$ cat src/rtl/acondicionador_botones_rtc.sv
// ---------------------------------------------------------------------------
// acondicionador_botones_rtc
// Conditions four raw, asynchronous push-buttons into clean one-cycle
// enables for the RTC configuration counters. Each button gets a 2-FF
// synchronizer and a counter-based debouncer. A shared FSM gives ownership
// to one button at a time (priority UP > DOWN > RIGHT > LEFT). It emits one
// pulse per press and, for buttons enabled in REP_EN, auto-repeats while
// the button is held.
//
// Ports
//   clk         system clock
//   reset       asynchronous, active-low reset
//   btn_up      raw button inputs, active high, asynchronous to clk
//   btn_down
//   btn_right
//   btn_left
//   enUP        one-cycle enables, registered, at most one high per cycle
//   enDOWN
//   enRIGHT
//   enLEFT
//   btn_estado  debounced levels {LEFT,RIGHT,DOWN,UP}
// ---------------------------------------------------------------------------
module acondicionador_botones_rtc #(
   parameter int unsigned DEB_CNT   = 1_000_000,
   parameter int unsigned REP_DELAY = 50_000_000,
   parameter int unsigned REP_RATE  = 10_000_000,
   parameter logic [3:0]  REP_EN    = 4'b0011,
   parameter int unsigned CNT_W     = 26
) (
   input  logic       clk,
   input  logic       reset,
   input  logic       btn_up,
   input  logic       btn_down,
   input  logic       btn_right,
   input  logic       btn_left,
   output logic       enUP,
   output logic       enDOWN,
   output logic       enRIGHT,
   output logic       enLEFT,
   output logic [3:0] btn_estado
);

   localparam logic [CNT_W-1:0] CNT_ONE        = CNT_W'(1);
   localparam logic [CNT_W-1:0] DEB_LAST       = CNT_W'(DEB_CNT - 1);
   // The repeat counter starts one cycle after the pulse (in ESPERA), so the
   // repeat pulse is issued on the edge where the count reaches REP_DELAY-1.
   // That places it exactly REP_DELAY cycles after the first pulse.
   localparam logic [CNT_W-1:0] REP_DELAY_PRE  = CNT_W'(REP_DELAY - 2);
   localparam logic [CNT_W-1:0] REP_DELAY_LAST = CNT_W'(REP_DELAY - 1);
   localparam logic [CNT_W-1:0] REP_RATE_LAST  = CNT_W'(REP_RATE - 1);

   typedef enum logic [2:0] {
      IDLE,
      PULSO,
      ESPERA,
      REPITE,
      SOLTAR
   } state_t;

   logic [3:0]       w_raw;
   logic [3:0]       r_sync1;
   logic [3:0]       r_sync2;
   logic [CNT_W-1:0] r_debCnt [4];
   logic [3:0]       r_estado;

   state_t           r_state;
   logic [1:0]       r_owner;
   logic [CNT_W-1:0] r_repCnt;
   logic [3:0]       r_en;

   logic [1:0]       w_prioIdx;
   logic [3:0]       w_ownerMask;
   logic             w_ownerHeld;

   assign w_raw = {btn_left, btn_right, btn_down, btn_up};

   // Two-stage synchronizer bringing the asynchronous buttons into the clk domain.
   always_ff @(posedge clk or negedge reset) begin
      if (!reset) begin
         r_sync1 <= '0;
         r_sync2 <= '0;
      end else begin
         r_sync1 <= w_raw;
         r_sync2 <= r_sync1;
      end
   end

   // Debouncers: a counter runs only while the synced input disagrees with the
   // debounced level. Any agreement restarts it, so only a disagreement that
   // lasts DEB_CNT cycles changes the level.
   always_ff @(posedge clk or negedge reset) begin
      if (!reset) begin
         for (int i = 0; i < 4; i++) begin
            r_debCnt[i] <= '0;
         end
         r_estado <= '0;
      end else begin
         for (int i = 0; i < 4; i++) begin
            if (r_sync2[i] == r_estado[i]) begin
               r_debCnt[i] <= '0;
            end else if (r_debCnt[i] == DEB_LAST) begin
               r_estado[i] <= r_sync2[i];
               r_debCnt[i] <= '0;
            end else begin
               r_debCnt[i] <= r_debCnt[i] + CNT_ONE;
            end
         end
      end
   end

   // Fixed-priority pick of the button that claims ownership when leaving IDLE.
   always_comb begin
      w_prioIdx = 2'd3;
      if (r_estado[0]) begin
         w_prioIdx = 2'd0;
      end else if (r_estado[1]) begin
         w_prioIdx = 2'd1;
      end else if (r_estado[2]) begin
         w_prioIdx = 2'd2;
      end
   end

   assign w_ownerMask = 4'b0001 << r_owner;
   assign w_ownerHeld = r_estado[r_owner];

   // Arbitration / pulse FSM. The enables are registered and are set only on
   // the edge that issues a pulse, then cleared by default on the next edge.
   // Only the owner's level is looked at once it is latched, so other presses
   // are ignored until every button is released and the FSM is back in IDLE.
   always_ff @(posedge clk or negedge reset) begin
      if (!reset) begin
         r_state  <= IDLE;
         r_owner  <= '0;
         r_repCnt <= '0;
         r_en     <= '0;
      end else begin
         r_en <= '0;
         case (r_state)
            IDLE: begin
               if (|r_estado) begin
                  r_owner <= w_prioIdx;
                  r_en    <= 4'b0001 << w_prioIdx;
                  r_state <= PULSO;
               end
            end
            PULSO: begin
               r_repCnt <= '0;
               r_state  <= ESPERA;
            end
            ESPERA: begin
               if (!w_ownerHeld) begin
                  r_state <= SOLTAR;
               end else if ((r_repCnt == REP_DELAY_PRE) && REP_EN[r_owner]) begin
                  r_en     <= w_ownerMask;
                  r_repCnt <= '0;
                  r_state  <= REPITE;
               end else if (r_repCnt != REP_DELAY_LAST) begin
                  r_repCnt <= r_repCnt + CNT_ONE;
               end
            end
            REPITE: begin
               if (!w_ownerHeld) begin
                  r_state <= SOLTAR;
               end else if (r_repCnt == REP_RATE_LAST) begin
                  r_en     <= w_ownerMask;
                  r_repCnt <= '0;
               end else begin
                  r_repCnt <= r_repCnt + CNT_ONE;
               end
            end
            SOLTAR: begin
               if (r_estado == 4'b0000) begin
                  r_state <= IDLE;
               end
            end
            default: begin
               r_state <= IDLE;
            end
         endcase
      end
   end

   assign enUP       = r_en[0];
   assign enDOWN     = r_en[1];
   assign enRIGHT    = r_en[2];
   assign enLEFT     = r_en[3];
   assign btn_estado = r_estado;

endmodule
$ cat config.mk
export PLATFORM = sky130hd
export DESIGN_NAME = acondicionador_botones_rtc
export DESIGN_NICKNAME = d
export VERILOG_FILES = /design/src/rtl/acondicionador_botones_rtc.sv
export SDC_FILE = /design/constraint.sdc
export NUM_CORES = 1
export LEC_CHECK = 0
export BUFFER_PORTS_ARGS = -buffer_cell sky130_fd_sc_hd__buf_2
export CAP_MARGIN = 15
export CELL_PAD_IN_SITES_DETAIL_PLACEMENT = 1
export CELL_PAD_IN_SITES_GLOBAL_PLACEMENT = 2
export CORE_MARGIN = 2
export CORE_UTILIZATION = 40
export CTS_CLUSTER_SIZE = 25
export DETAILED_ROUTE_END_ITERATION = 8
export PLACE_DENSITY_LB_ADDON = 0.1
export REMOVE_ABC_BUFFERS = 1
export SLEW_MARGIN = 20
export SYNTH_ARGS = -nofsm -noshare
export SYNTH_HDL_FRONTEND = slang
export SYNTH_SLANG_ARGS = --single-unit
$ cat constraint.sdc
create_clock -name clk -period 3.4 [get_ports clk]
set_input_delay 0.17 -clock clk [delete_from_list [all_inputs] [get_ports clk]]
set_output_delay 0.17 -clock clk [all_outputs]
set_load 0.02 [all_outputs]
==> results.sh, run 1 <==
export IMPL_status="finished clean"
export IMPL_cts_made_buffers=17
export IMPL_fin_crit_sh=0.720
export IMPL_clkTransAtPathRegs_ns=0.06
export IMPL_routed_wl_um=17800
export IMPL_seqPwrFrac=0.471
export IMPL_vdd_drop_max_mv=0.349
export IMPL_netSwitchingFraction=0.224
export IMPL_worst_ep_arrival_time_ns=2.79
export IMPL_grtUsageTotal=0.192
export IMPL_ys_ff_latch=151
export IMPL_synthesis_area_mm2=0.00753
export IMPL_p_per_area_mw_per_mm2=459
export IMPL_antenna_cells=0
export IMPL_p_comb_frac=0.024
export IMPL_synth_seq_area_share=0.502
export IMPL_worst_slew_pin_slew_ns=0.946
export IMPL_port_buffers=13
export IMPL_drt_iter0_drc=140
export IMPL_die_area_mm2=0.0199
export IMPL_start_util=0.405
export IMPL_cp_required_ns=3.74
export IMPL_maxCapViolCount=0
export IMPL_period_needed_ns=2.45
export IMPL_final_setup_tns_ns=0
export IMPL_clkSinkCount=151
export IMPL_ios=14
export IMPL_hold_slack_ns=0.350
export IMPL_gr_total_overflow=0
export IMPL_via_per_inst=5.45
export IMPL_yosys_most_used_dff="dfrtp_1"
export IMPL_cts_root_buf="clkbuf_16"
export IMPL_path_class="flop to flop"
export IMPL_drc=0
export IMPL_area_delta_synth_final_pct=12.4
export IMPL_start_kind="flop"
export IMPL_ant_nets=0
export IMPL_placementRows=50
export IMPL_core_area_mm2=0.0186
export IMPL_finalSetupViolCount=0
export IMPL_wire_per_inst_um=16.8
export IMPL_fin_worst_skew_ns=0.0120
export IMPL_path_cells="mux4_2 -> and2_4 -> nor2_2 -> a41o_1 -> buf_4 -> a21oi_1 -> mux2i_1"
export IMPL_final_cells=1058
export IMPL_synthArstFlopShare=1.00
export IMPL_synth_avg_cell_area_um2=9.47
export IMPL_via_count=5770
export IMPL_max_slew_margin=0.370
export IMPL_rsz0062_at_grt="false"
export IMPL_slowest_stage="mux4_2"
export IMPL_final_hold_viol_count=0
export IMPL_ys_warn_count=0
export IMPL_ys_types=51
export IMPL_power_switching_mw=0.869
export IMPL_hp_class="flop to flop"
export IMPL_crit_buf_inv=1
export IMPL_clockBufferDepth=2
export IMPL_synth_edf_count=0
export IMPL_h_tree_depth=4
export IMPL_intPower_mw=3.02
export IMPL_p_leak_nw=3.48
export IMPL_fp_dieW_um=141
export IMPL_grt_pass1_vias=6206
export IMPL_critical_path_top_delay_family="multiplexers"
export IMPL_drt_pass1_iter_count=4
export IMPL_cts_tree="yes"
export IMPL_routabilityCongestion=0.779
export IMPL_grt_pass1_wl_um=30900
export IMPL_antenna_found_initial=0
export IMPL_dp_cells=1022
export IMPL_drive_gt1_frac=0.0837
export IMPL_slew_violations=0
export IMPL_synthCells=795
export IMPL_max_freq_mhz=409
export IMPL_clk_latency_ns=0.42
export IMPL_place_hpwl_um=12200
export IMPL_die_h_um=141
export IMPL_critical_path_max_stage_delay_ns=0.59
export IMPL_endpoint_kind="flop"
export IMPL_clkPwrFrac=0.505
export IMPL_p_total_mw=3.89
export IMPL_crit_path_max_fanout=15
export IMPL_fillers=2156
export IMPL_grt_max_degree=99
export IMPL_fin_nets=824
[final timing paths]
| check | startpoint | to | slack (ns) | depth (start not counted) |
|---|---|---|---|---|
| setup / recovery | r_owner[0] | r_repCnt[9] | 0.95 | 7 |
| hold / removal | r_sync1[3] | r_sync2[3] | 0.35 | 0 |
| setup reg to reg | r_owner[0] | r_repCnt[9] | 0.95 | 7 |
| hold reg to reg | r_sync1[3] | r_sync2[3] | 0.35 | 0 |
| max in group asynchronous | reset | r_debCnt[51] | 2.17 | 3 |
| min in group asynchronous | reset | r_debCnt[95] | 0.42 | 2 |
[final cells by class]
class / instances / area [um^2] / area share
Multi-Input combinational cell: 597 / 3520 / 0.417
Clock buffer: 18 / 439 / 0.0519
Timing Repair Buffer: 22 / 164 / 0.0194
Sequential cell: 151 / 3780 / 0.447
Inverter: 23 / 86.3 / 0.0102
Tap cell: 234 / 293 / 0.0346
Clock inverter: 13 / 171 / 0.0203
[power groups by stage]
stage | combinational (mW) | sequential, mW | clock, mW
6_report | 0.0938 | 1.83 | 1.96
5_1_grt | 0.110 | 1.83 | 2.09
4_1_cts | 0.100 | 1.83 | 2.02
3_5_place_dp | 0.0949 | 1.86 | 0
3_3_place_gp | 0.0895 | 1.86 | 0
2_1_floorplan | 0.0360 | 1.86 | 0
[worst register-to-register path, delay by kind of cell (launching register included)]
kind | cells | cell delay, ns
buffers and inverters | 1 | 0.31
multiplexers | 2 | 0.75
flip-flops | 1 | 0.47
AND/OR/NAND/NOR | 2 | 0.34
AO/OA/AOI/OAI | 2 | 0.51
[flip-flops by register name, summed over array words and instances (netlist names)]
name and cells:
r_en 4, r_repCnt 26, r_debCnt 104, r_sync1 4
r_sync2 4, btn_estado 4, r_owner 2, r_state 3
[metrics by stage]
| step | setup WS [ns] | utilization | cell area, um^2 |
|---|---|---|---|
| floorplan | 1.27 | - | 7390 |
| global placement | 1.06 | 0.420 | 7800 |
| detailed placement | 0.958 | 0.420 | 7800 |
| CTS | 0.929 | 0.455 | 8460 |
| global route | 0.655 | 0.455 | 8460 |
| finish | 0.953 | 0.455 | 8460 |
[cell families after synthesis]
group | Yosys count | synth area share
and+or+nand+nor | 407 | 0.270
DFF | 151 | 0.502
xor gates and xnor gates | 91 | 0.106
AOI/OAI and AO/OA | 85 | 0.0695
buffers and inverters | 47 | 0.0298
muxes | 8 | 0.0130
adders and majority gates | 6 | 0.00997
[Yosys cell counts (14+ instances only)]
cell / n / area, um^2
xnor2_1: 52 / 455
xor2_1: 39 / 342
and3_1: 20 / 125
nor2_1: 139 / 522
buf_2: 14 / 70.1
inv_1: 23 / 86.3
nor3_1: 27 / 135
nand4_1: 23 / 144
or3_1: 14 / 87.6
dfrtp_1: 151 / 3780
a21oi_1: 28 / 140
nor4_1: 16 / 100
nand3_1: 58 / 290
nand2_1: 63 / 236
o21ai_0: 24 / 120
[cells in the final DEF (no fill, tap or decap), drive strengths merged, types with 20 or more instances in the layout]
master	synthesis	routed
and3	20	20
nand3	59	59
nand2	63	63
xnor2	52	52
dfrtp	151	151
xor2	39	39
a21oi	28	28
o21ai	24	24
inv	23	26
nand4	24	24
nor3	28	28
nor2	141	141
[metal layers]
layer / global-route usage / share of wire / vias to the layer above
met1: 0.251 / 0.48 / 2930
li1: - / - / 2790
met4: 0.0458 / 0.0089 / 0
met5: 0 / 0 / -
met3: 0.0377 / 0.022 / 11
met2: 0.328 / 0.49 / 39
[what timing repair did]
action                                 CTS  global route
endpoints found under the hold margin  101             0
buffers inserted                         0             0
resized for setup                        0             0
setup endpoints to repair                0             0
hold buffers                             5             0
Power figures use the tool's default switching activity.
==> run 2: changes to the inputs <==
==> constraint.sdc (replaced) <==
create_clock -name clk -period 2.3 [get_ports clk]
set_input_delay 0.115 -clock clk [delete_from_list [all_inputs] [get_ports clk]]
set_output_delay 0.115 -clock clk [all_outputs]
set_load 0.02 [all_outputs]
==> results.sh, run 2 (synthesis gave the netlist of run 1 again) <==
export IMPL_fp_dieW_um=141
export IMPL_vdd_drop_max_mv=0.549
export IMPL_ios=14
export IMPL_endpoint_kind="flop"
export IMPL_hp_class="input port to asynchronous set/reset pin"
export IMPL_most_common_layout_cells="151 x dfrtp_1, 139 x nor2_1, 63 x nand2_1, 58 x nand3_1, 52 x xnor2_1"
export IMPL_finalSetupViolCount=0
export IMPL_worst_slew_pin_slew_ns=0.595
export IMPL_p_total_mw=5.59
export IMPL_seqPwrFrac=0.484
export IMPL_cts_tree="yes"
export IMPL_area_delta_synth_final_pct=14.7
export IMPL_grt_pass1_vias=6498
export IMPL_worst_ep_arrival_time_ns=2.48
export IMPL_netSwitchingFraction=0.224
export IMPL_cts_made_buffers=17
export IMPL_clk_latency_ns=0.43
export IMPL_crit_path_max_fanout=13
export IMPL_slew_violations=0
export IMPL_port_buffers=13
export IMPL_antenna_found_initial=0
export IMPL_place_hpwl_um=12600
export IMPL_reg2regPathDepth=6
export IMPL_cts_root_buf="clkbuf_16"
export IMPL_clockBufferDepth=2
export IMPL_dp_cells=1042
export IMPL_rsz0062_at_grt="false"
export IMPL_clkTransAtPathRegs_ns=0.06
export IMPL_fin_nets=847
export IMPL_cp_required_ns=2.59
export IMPL_max_freq_mhz=456
export IMPL_final_setup_tns_ns=0
export IMPL_antenna_cells=0
export IMPL_drt_pass1_iter_count=4
export IMPL_routed_wl_um=18200
export IMPL_grtUsageTotal=0.196
export IMPL_ant_nets=0
export IMPL_pre_cts_slack_ns=0.0589
export IMPL_drt_iter0_drc=251
export IMPL_status="finished clean"
export IMPL_p_per_area_mw_per_mm2=647
export IMPL_fin_crit_sh=0.953
export IMPL_die_h_um=141
export IMPL_drive_gt1_frac=0.110
export IMPL_intPower_mw=4.34
export IMPL_path_class="flop to flop"
export IMPL_final_cells=1081
export IMPL_max_slew_margin=0.603
export IMPL_placementRows=50
export IMPL_wire_per_inst_um=16.8
export IMPL_final_common_cell="dfrtp_1"
export IMPL_start_kind="flop"
export IMPL_largest_reg_flops=104
export IMPL_clkSinkCount=151
export IMPL_fin_worst_skew_ns=0.00817
export IMPL_h_tree_depth=4
export IMPL_gr_total_overflow=0
export IMPL_final_hold_viol_count=0
export IMPL_top_register="r_debCnt"
export IMPL_post_route_util=0.465
export IMPL_setup_slack_ns=0.107
export IMPL_maxCapViolCount=0
export IMPL_p_comb_frac=0.026
export IMPL_fillers=2142
export IMPL_reg_largest_list="r_debCnt: 104 flops, r_repCnt: 26 flops"
export IMPL_grt_pass1_wl_um=31400
export IMPL_routabilityCongestion=0.777
export IMPL_p_leak_nw=3.59
export IMPL_drc=0
export IMPL_start_util=0.405
export IMPL_period_needed_ns=2.19
export IMPL_clkPwrFrac=0.490
export IMPL_via_per_inst=5.46
export IMPL_via_count=5903
export IMPL_grt_max_degree=62
export IMPL_die_area_mm2=0.0199
export IMPL_power_switching_mw=1.25
export IMPL_core_area_mm2=0.0186
run 2: cell types whose count changed in the layout (fill, tap and decap cells not counted), sizes merged:
cell / delta
clkinvlp: +1
clkbuf: +1
bufinv: -1
inv: -1
buf: +23
run 2: area by class of cell:
class / count / area [um^2] / area share
well taps: 234 / 293 / 0.0339
clock buffers: 19 / 443 / 0.0513
flip-flops and latches: 151 / 3780 / 0.437
inverters: 23 / 86.3 / 0.0100
multi-input cells: 597 / 3540 / 0.410
repair buffers: 45 / 374 / 0.0433
clock inverters: 12 / 125 / 0.0145
run 2: worst max-delay path, cell delays in order, from the launching register on:
cell and delay, ns:
dfrtp_1 0.43, ha_1 0.26, nand3_1 0.26, and2_1 0.23
o31ai_2 0.10, or2_4 0.33, o41ai_1 0.45
run 2: routing by layer:
metal / up-vias / track usage / share of wire
met3: 17 / 0.0493 / 0.025
met5: - / 0 / 0
met2: 55 / 0.342 / 0.50
li1: 2833 / - / -
met4: 0 / 0.0489 / 0.0096
met1: 2998 / 0.245 / 0.47
run 2: worst paths after layout:
check,from,endpoint,slack (ns)
worst max-delay path,r_repCnt[0],r_repCnt[17],0.11
worst min-delay path,reset,r_debCnt[94],0.24
worst max register to register,r_repCnt[0],r_repCnt[17],0.11
worst min register to register,r_sync1[0],r_sync2[0],0.35
max in group asynchronous,reset,r_debCnt[18],1.26
min in group clk,btn_left,r_sync1[3],0.32
run 2: power by group through the flow:
stage / clock network [mW] / registers, mW / logic [mW]
detailed placement: 0 / 2.75 / 0.147
floorplan: 0 / 2.75 / 0.0533
global route: 2.94 / 2.71 / 0.171
finish: 2.74 / 2.70 / 0.146
CTS: 2.83 / 2.70 / 0.154
global placement: 0 / 2.75 / 0.140
run 2: per-stage QoR:
step,hold slack (ns),area [um^2]
global placement,0.136,7970
detailed placement,0.151,7970
CTS,0.259,8590
floorplan,-0.181,7390
global route,0.303,8640
finish,0.238,8640
run 2: what timing repair did:
action	4_1_cts	5_1_grt
hold buffers	5	0
gates resized for setup	0	3
setup buffers	0	3
endpoints found under the hold margin	61	0
setup endpoints to repair	0	48
